`src/rtl/axis_pkg.sv`:
```
// Shared types and elaboration helpers for the AXI-Stream width converter.
package axis_pkg;

    // Largest supported width ratio; sizes the beat counter type.
    localparam int MAX_RATIO = 256;

    // Beat / sub-beat counter, one bit wider than log2 of the ratio.
    typedef logic [$clog2(MAX_RATIO):0] beat_cnt_t;

    typedef enum logic [1:0] {
        AXW_PASS,
        AXW_UP,
        AXW_DOWN
    } axw_mode_e;

    // Ratio of the wider to the narrower side.
    function automatic int ratio(input int in_b, input int out_b);
        return (in_b >= out_b) ? (in_b / out_b) : (out_b / in_b);
    endfunction

    // Conversion mode from the two byte widths.
    function automatic axw_mode_e mode_sel(input int in_b, input int out_b);
        if (in_b == out_b) return AXW_PASS;
        if (in_b < out_b)  return AXW_UP;
        return AXW_DOWN;
    endfunction

endpackage

```
`src/rtl/axis_out_reg.sv`:
```
// Output holding register with valid flag. The owner decides when a new
// word is loaded and when the held word leaves; a load wins over a pop so
// that a same-edge drain and refill keeps valid high.
module axis_out_reg #(
    parameter int DW = 32,
    parameter int KW = 4
) (
    input  logic          clk,
    input  logic          rst,
    input  logic          load,
    input  logic          pop,
    input  logic [DW-1:0] in_data,
    input  logic [KW-1:0] in_keep,
    input  logic          in_last,
    output logic          valid,
    output logic [DW-1:0] data,
    output logic [KW-1:0] keep,
    output logic          last
);

    // Capture a new word on load, drop valid when the held word is consumed.
    always_ff @(posedge clk) begin
        if (rst) begin
            valid <= 1'b0;
            data  <= '0;
            keep  <= '0;
            last  <= 1'b0;
        end else if (load) begin
            valid <= 1'b1;
            data  <= in_data;
            keep  <= in_keep;
            last  <= in_last;
        end else if (pop) begin
            valid <= 1'b0;
        end
    end

endmodule

```
`src/rtl/axis_width_conv.sv`:
```
// AXI-Stream width converter: pass-through slice, little-endian packer
// (upsize) or splitter (downsize), chosen from the two byte widths.
module axis_width_conv
    import axis_pkg::*;
#(
    parameter int  INPUT_BYTES  = 4,
    parameter int  OUTPUT_BYTES = 4,
    localparam int IW           = INPUT_BYTES * 8,
    localparam int OW           = OUTPUT_BYTES * 8
) (
    input  logic                    clk_i,
    input  logic                    rst_i,
    input  logic [IW-1:0]           axis_s_data_i,
    input  logic                    axis_s_valid_i,
    output logic                    axis_s_ready_o,
    input  logic                    axis_s_last_i,
    output logic [OW-1:0]           axis_m_data_o,
    output logic                    axis_m_valid_o,
    input  logic                    axis_m_ready_i,
    output logic                    axis_m_last_o,
    output logic [OUTPUT_BYTES-1:0] axis_m_keep_o
);

    localparam axw_mode_e MODE = mode_sel(INPUT_BYTES, OUTPUT_BYTES);
    localparam int        N    = ratio(INPUT_BYTES, OUTPUT_BYTES);

    if (((INPUT_BYTES > OUTPUT_BYTES) ? (INPUT_BYTES % OUTPUT_BYTES)
                                      : (OUTPUT_BYTES % INPUT_BYTES)) != 0) begin : g_bad_ratio
        $fatal(1, "axis_width_conv: wider side must be a multiple of the narrower side");
    end
    if (N > MAX_RATIO) begin : g_bad_size
        $fatal(1, "axis_width_conv: width ratio exceeds MAX_RATIO");
    end

    if (MODE == AXW_PASS) begin : g_pass
        logic load;

        assign axis_s_ready_o = !rst_i && (!axis_m_valid_o || axis_m_ready_i);
        assign load           = axis_s_valid_i && axis_s_ready_o;

        axis_out_reg #(.DW(OW), .KW(OUTPUT_BYTES)) u_out (
            .clk     (clk_i),
            .rst     (rst_i),
            .load    (load),
            .pop     (axis_m_ready_i),
            .in_data (axis_s_data_i),
            .in_keep ({OUTPUT_BYTES{1'b1}}),
            .in_last (axis_s_last_i),
            .valid   (axis_m_valid_o),
            .data    (axis_m_data_o),
            .keep    (axis_m_keep_o),
            .last    (axis_m_last_o)
        );

    end else if (MODE == AXW_UP) begin : g_up
        localparam beat_cnt_t LAST_IDX = beat_cnt_t'(N - 1);

        logic [OW-1:0]           acc_data;
        logic [OUTPUT_BYTES-1:0] acc_keep;
        logic [OW-1:0]           word_data;
        logic [OUTPUT_BYTES-1:0] word_keep;
        beat_cnt_t               cnt;
        logic                    closing;
        logic                    accept;

        // Current beat would finish a word: either the last slot or an early close.
        assign closing        = axis_s_last_i || (cnt == LAST_IDX);
        // Only a completing beat needs the output register; stall it if that is still occupied.
        assign axis_s_ready_o = !rst_i && !(closing && axis_m_valid_o && !axis_m_ready_i);
        assign accept         = axis_s_valid_i && axis_s_ready_o;

        // Merge the incoming beat into the partial word; unfilled bytes stay zero.
        always_comb begin
            word_data                                   = acc_data;
            word_keep                                   = acc_keep;
            word_data[cnt*IW +: IW]                     = axis_s_data_i;
            word_keep[cnt*INPUT_BYTES +: INPUT_BYTES]   = {INPUT_BYTES{1'b1}};
        end

        // Accumulate beats; a completed word hands off and the packer restarts at byte 0.
        always_ff @(posedge clk_i) begin
            if (rst_i) begin
                acc_data <= '0;
                acc_keep <= '0;
                cnt      <= '0;
            end else if (accept) begin
                if (closing) begin
                    acc_data <= '0;
                    acc_keep <= '0;
                    cnt      <= '0;
                end else begin
                    acc_data <= word_data;
                    acc_keep <= word_keep;
                    cnt      <= cnt + beat_cnt_t'(1);
                end
            end
        end

        axis_out_reg #(.DW(OW), .KW(OUTPUT_BYTES)) u_out (
            .clk     (clk_i),
            .rst     (rst_i),
            .load    (accept && closing),
            .pop     (axis_m_ready_i),
            .in_data (word_data),
            .in_keep (word_keep),
            .in_last (axis_s_last_i),
            .valid   (axis_m_valid_o),
            .data    (axis_m_data_o),
            .keep    (axis_m_keep_o),
            .last    (axis_m_last_o)
        );

    end else begin : g_down
        localparam beat_cnt_t LAST_IDX = beat_cnt_t'(N - 1);

        logic [IW-1:0] hold_data;
        logic          hold_last;
        logic          on_last_sub;
        logic          load;
        beat_cnt_t     idx;

        assign on_last_sub    = (idx == LAST_IDX);
        // Refill only when empty or when the final sub-beat leaves on this edge.
        assign axis_s_ready_o = !rst_i && (!axis_m_valid_o || (axis_m_ready_i && on_last_sub));
        assign load           = axis_s_valid_i && axis_s_ready_o;
        assign axis_m_data_o  = hold_data[idx*OW +: OW];
        assign axis_m_last_o  = hold_last && on_last_sub;

        // Step through sub-beats of the held word; a fresh word starts at sub-beat 0.
        always_ff @(posedge clk_i) begin
            if (rst_i) begin
                idx <= '0;
            end else if (load) begin
                idx <= '0;
            end else if (axis_m_valid_o && axis_m_ready_i) begin
                idx <= on_last_sub ? '0 : idx + beat_cnt_t'(1);
            end
        end

        axis_out_reg #(.DW(IW), .KW(OUTPUT_BYTES)) u_out (
            .clk     (clk_i),
            .rst     (rst_i),
            .load    (load),
            .pop     (axis_m_ready_i && on_last_sub),
            .in_data (axis_s_data_i),
            .in_keep ({OUTPUT_BYTES{1'b1}}),
            .in_last (axis_s_last_i),
            .valid   (axis_m_valid_o),
            .data    (hold_data),
            .keep    (axis_m_keep_o),
            .last    (hold_last)
        );
    end

endmodule

```
`config.mk`:
```
export PLATFORM = sky130hd
export DESIGN_NAME = axis_width_conv
export DESIGN_NICKNAME = d
export VERILOG_FILES = /design/src/rtl/axis_pkg.sv /design/src/rtl/axis_out_reg.sv /design/src/rtl/axis_width_conv.sv
export SDC_FILE = /design/constraint.sdc
export NUM_CORES = 1
export LEC_CHECK = 0
export CELL_PAD_IN_SITES_DETAIL_PLACEMENT = 0
export CELL_PAD_IN_SITES_GLOBAL_PLACEMENT = 2
export CORE_MARGIN = 1
export CORE_UTILIZATION = 25
export CTS_CLUSTER_DIAMETER = 40
export CTS_CLUSTER_SIZE = 16
export DETAILED_ROUTE_END_ITERATION = 12
export GPL_TIMING_DRIVEN = 0
export PLACE_DENSITY = 0.91
export SYNTH_ARGS = -nofsm -noshare
export SYNTH_HDL_FRONTEND = slang
export SYNTH_SLANG_ARGS = --single-unit
```
`constraint.sdc`:
```
create_clock -name clk_i -period 2.6 [get_ports clk_i]
set_input_delay 0.39 -clock clk_i [delete_from_list [all_inputs] [get_ports clk_i]]
set_output_delay 0.39 -clock clk_i [all_outputs]
set_load 0.01 [all_outputs]
```
==> results <==
==> power groups by stage <==
stage | sequential [mW] | combinational (mW) | clock, mW
after CTS | 0.590 | 0.295 | 0.458
final | 0.590 | 0.290 | 0.441
after global routing | 0.594 | 0.313 | 0.477
after floorplan | 0.615 | 0.132 | 0
after detailed placement | 0.602 | 0.294 | 0
after global placement | 0.602 | 0.293 | 0
==> metal layers <==
layer	share of wire [%]	GRT usage (%)	vias to the layer above
li1	-	-	735
met1	48	16.9	659
met2	44	20.3	48
met3	5.9	3.18	6
met4	1.8	6.11	0
met5	0	0	-
==> logic make-up (layout without fill, tap and decap cells) <==
logic type             count (synthesis)  after routing
AOI/OAI and AO/OA                     68             68
buffers and inverters                 22            103
DFF                                   35             35
and+or+nand+nor                       37             37
==> through the flow <==
step           util (%)  worst slack (ps)
2_1_floorplan         -              1300
3_3_place_gp       38.9               329
3_5_place_dp       38.9               343
4_1_cts            40.4               322
5_1_grt            40.4               266
6_report           40.4               336
==> state kept, by name, indices dropped and copies added (netlist names) <==
signal / cells
g_pass.u_out.last: 1
g_pass.u_out.data: 32
g_pass.u_out.valid: 1
g_pass.u_out.keep: 1
==> cell usage after synthesis <==
library cell,number
dfxtp_1,35
nand3_1,33
a21oi_2,29
o21ai_2,29
buf_2,7
a21oi_1,6
buf_4,5
buf_6,5
o21ai_0,4
buf_12,3
nor2_1,2
and2b_4,1
buf_8,1
inv_2,1
nand2b_1,1
==> worst max-delay path, cell delays in order <==
cell,delay [ps]
clkdlybuf4s50_1,470
and2b_4,240
buf_12,160
nor2_1,80
clkdlybuf4s50_1,540
==> area by class of cell <==
cell class | count | area, um^2 | share of cell area [%]
clock buffers | 8 | 100 | 3.88
inverters | 1 | 3.75 | 0.145
multi-input cells | 105 | 747 | 28.9
well taps | 77 | 96.3 | 3.73
plain buffers | 21 | 204 | 7.90
repair buffers | 73 | 731 | 28.3
flip-flops and latches | 35 | 701 | 27.1
==> how the worst max path moves through the flow <==
stage                               from             end  slack (ps)  cells past startpoint
after floorplan                    rst_i  axis_s_ready_o        1300                      3
after global placement    axis_m_ready_i  axis_s_ready_o         330                      5
after detailed placement  axis_m_ready_i  axis_s_ready_o         340                      5
after CTS                 axis_m_ready_i  axis_s_ready_o         320                      5
after global routing      axis_m_ready_i  axis_s_ready_o         270                      5
final                     axis_m_ready_i  axis_s_ready_o         340                      5
==> run summary <==
Outcome: completed
Via count: 1448
# diodes: 0
CTS Hold Buffers Added: 0
Tot Pwr: 1.32 mW
Final nets: 279
Yosys top cell area share: 42.3%
Max-slew violation total from the final report: 0
Slew at the pin with the worst max-slew slack: 307 ps
Crit path DAT: 1870 ps
CTS tree: built
Flop and latch count out of synthesis: 35
R2R Path Start: g_pass.u_out.valid
Mapped Avg Cell Area: 10.2 um^2
Clock insertion delay at the later pin of the skew report: 290 ps
Final std cells w/o fill: 320
GR Overflow Total: 0
Fin Clk Skew: 5.28 ps
Vias per cell: 4.53
MaxCap Viol Count: 0
Area post-placement: 2480 um^2
Cell taking the most area after synthesis: dfxtp_1
XOR/XNOR share of the synthesized area: 0%
Design area: 2580 um^2
Port Buffers: 73
Initial antenna violation count: 0
Seq/Total Area, Yosys: 42.3%
CP endpoint kind: output port
Largest net degree at the start of global routing: 11
Cells after Synth: 162
Synth-to-Final Area Change: 56.0%
Die area: 6950 um^2
Tightest hold margin: 325 ps
Total GRT Usage: 13.0%
P_leak: 0.881 nW
Switching power: 0.344 mW
Core region area: 6390 um^2
Mapped Nets: 199
Final Setup Violations: 0
CTS resizes: 0
Mapped cell area: 1660 um^2
Worst EP required: 2210 ps
Fin. Hold Viols: 0
Slew margin rel.: 79.5%
Synth Area in Simple Gates: 11.4%
Fill count: 643
R2R Setup Slk: 1570 ps
Fin crit period: 2260 ps
Gate power share: 22.0%
Commonest non-fill, non-tap cell in the layout: clkdlybuf4s50_1
Post-synthesis mux area share: 0%
Ranking of synthesized cells by area: dfxtp_1, a21oi_2, o21ai_2
Hold wc startpoint: rst_i
Post-Synth Adder-Cell Area: 0%
First-pass GRT wire length: 7270 um
Initial Utilization: 25.9%
Part of the power in registers: 44.7%
Net Sw Frac: 26.1%
Ratio of cells with drive above 1 in the final layout: 36.2%
Routed Antenna Nets: 0
# H-tree levels: 2
WL per Instance: 13.6 um
Reg2Reg Depth: 4
Worst-path fanout max: 10
Cell row count: 29
I/O pins: 76
Complex-gate fraction of the synthesized area: 33.7%
RSZ-0062 raised after global routing: no
Clock transition at path regs: 70 ps
R2R Path End: g_pass.u_out.data[8]
Pwr per Cell Area: 511 nW/um^2
Placed Cells: 312
Gpl congestion: 0.710
Die W: 83.4 um
Setup crit start kind: input pin
Kind of critical path: input pin to output port
Drt first pass iters: 4
Drt initial violations: 26
Setup TNS: 0 ps
Clock buffer depth: 2
Residual DRC count: 0
WL final: 4350 um
Library cells used by synthesis: 15
YS warnings: 0
P_int: 0.976 mW
CTS Root Cell: clkbuf_8
CTS buffer count: 5
WHS Endpoint: g_pass.u_out.last
Largest family of logic cells by synthesized area: compound AO/OA/AOI/OAI gates
Max VDD drop: 266 uV
Hold crit path type: input pin to register
Clk network pwr share: 33.4%
Hold depth: 2
Tcrit/Tclk final: 87.1%
Clock sink total: 35
Die Y: 83.4 um
Vias in the first global route: 1517
FMAX: 442 MHz
Post-CTS Setup Inserts: 0
DP HPWL: 3030 um
Most frequent cells in the layout: clkdlybuf4s50_1, dfxtp_1, nand3_1
Note: power is estimated with default switching activity, not from simulation.
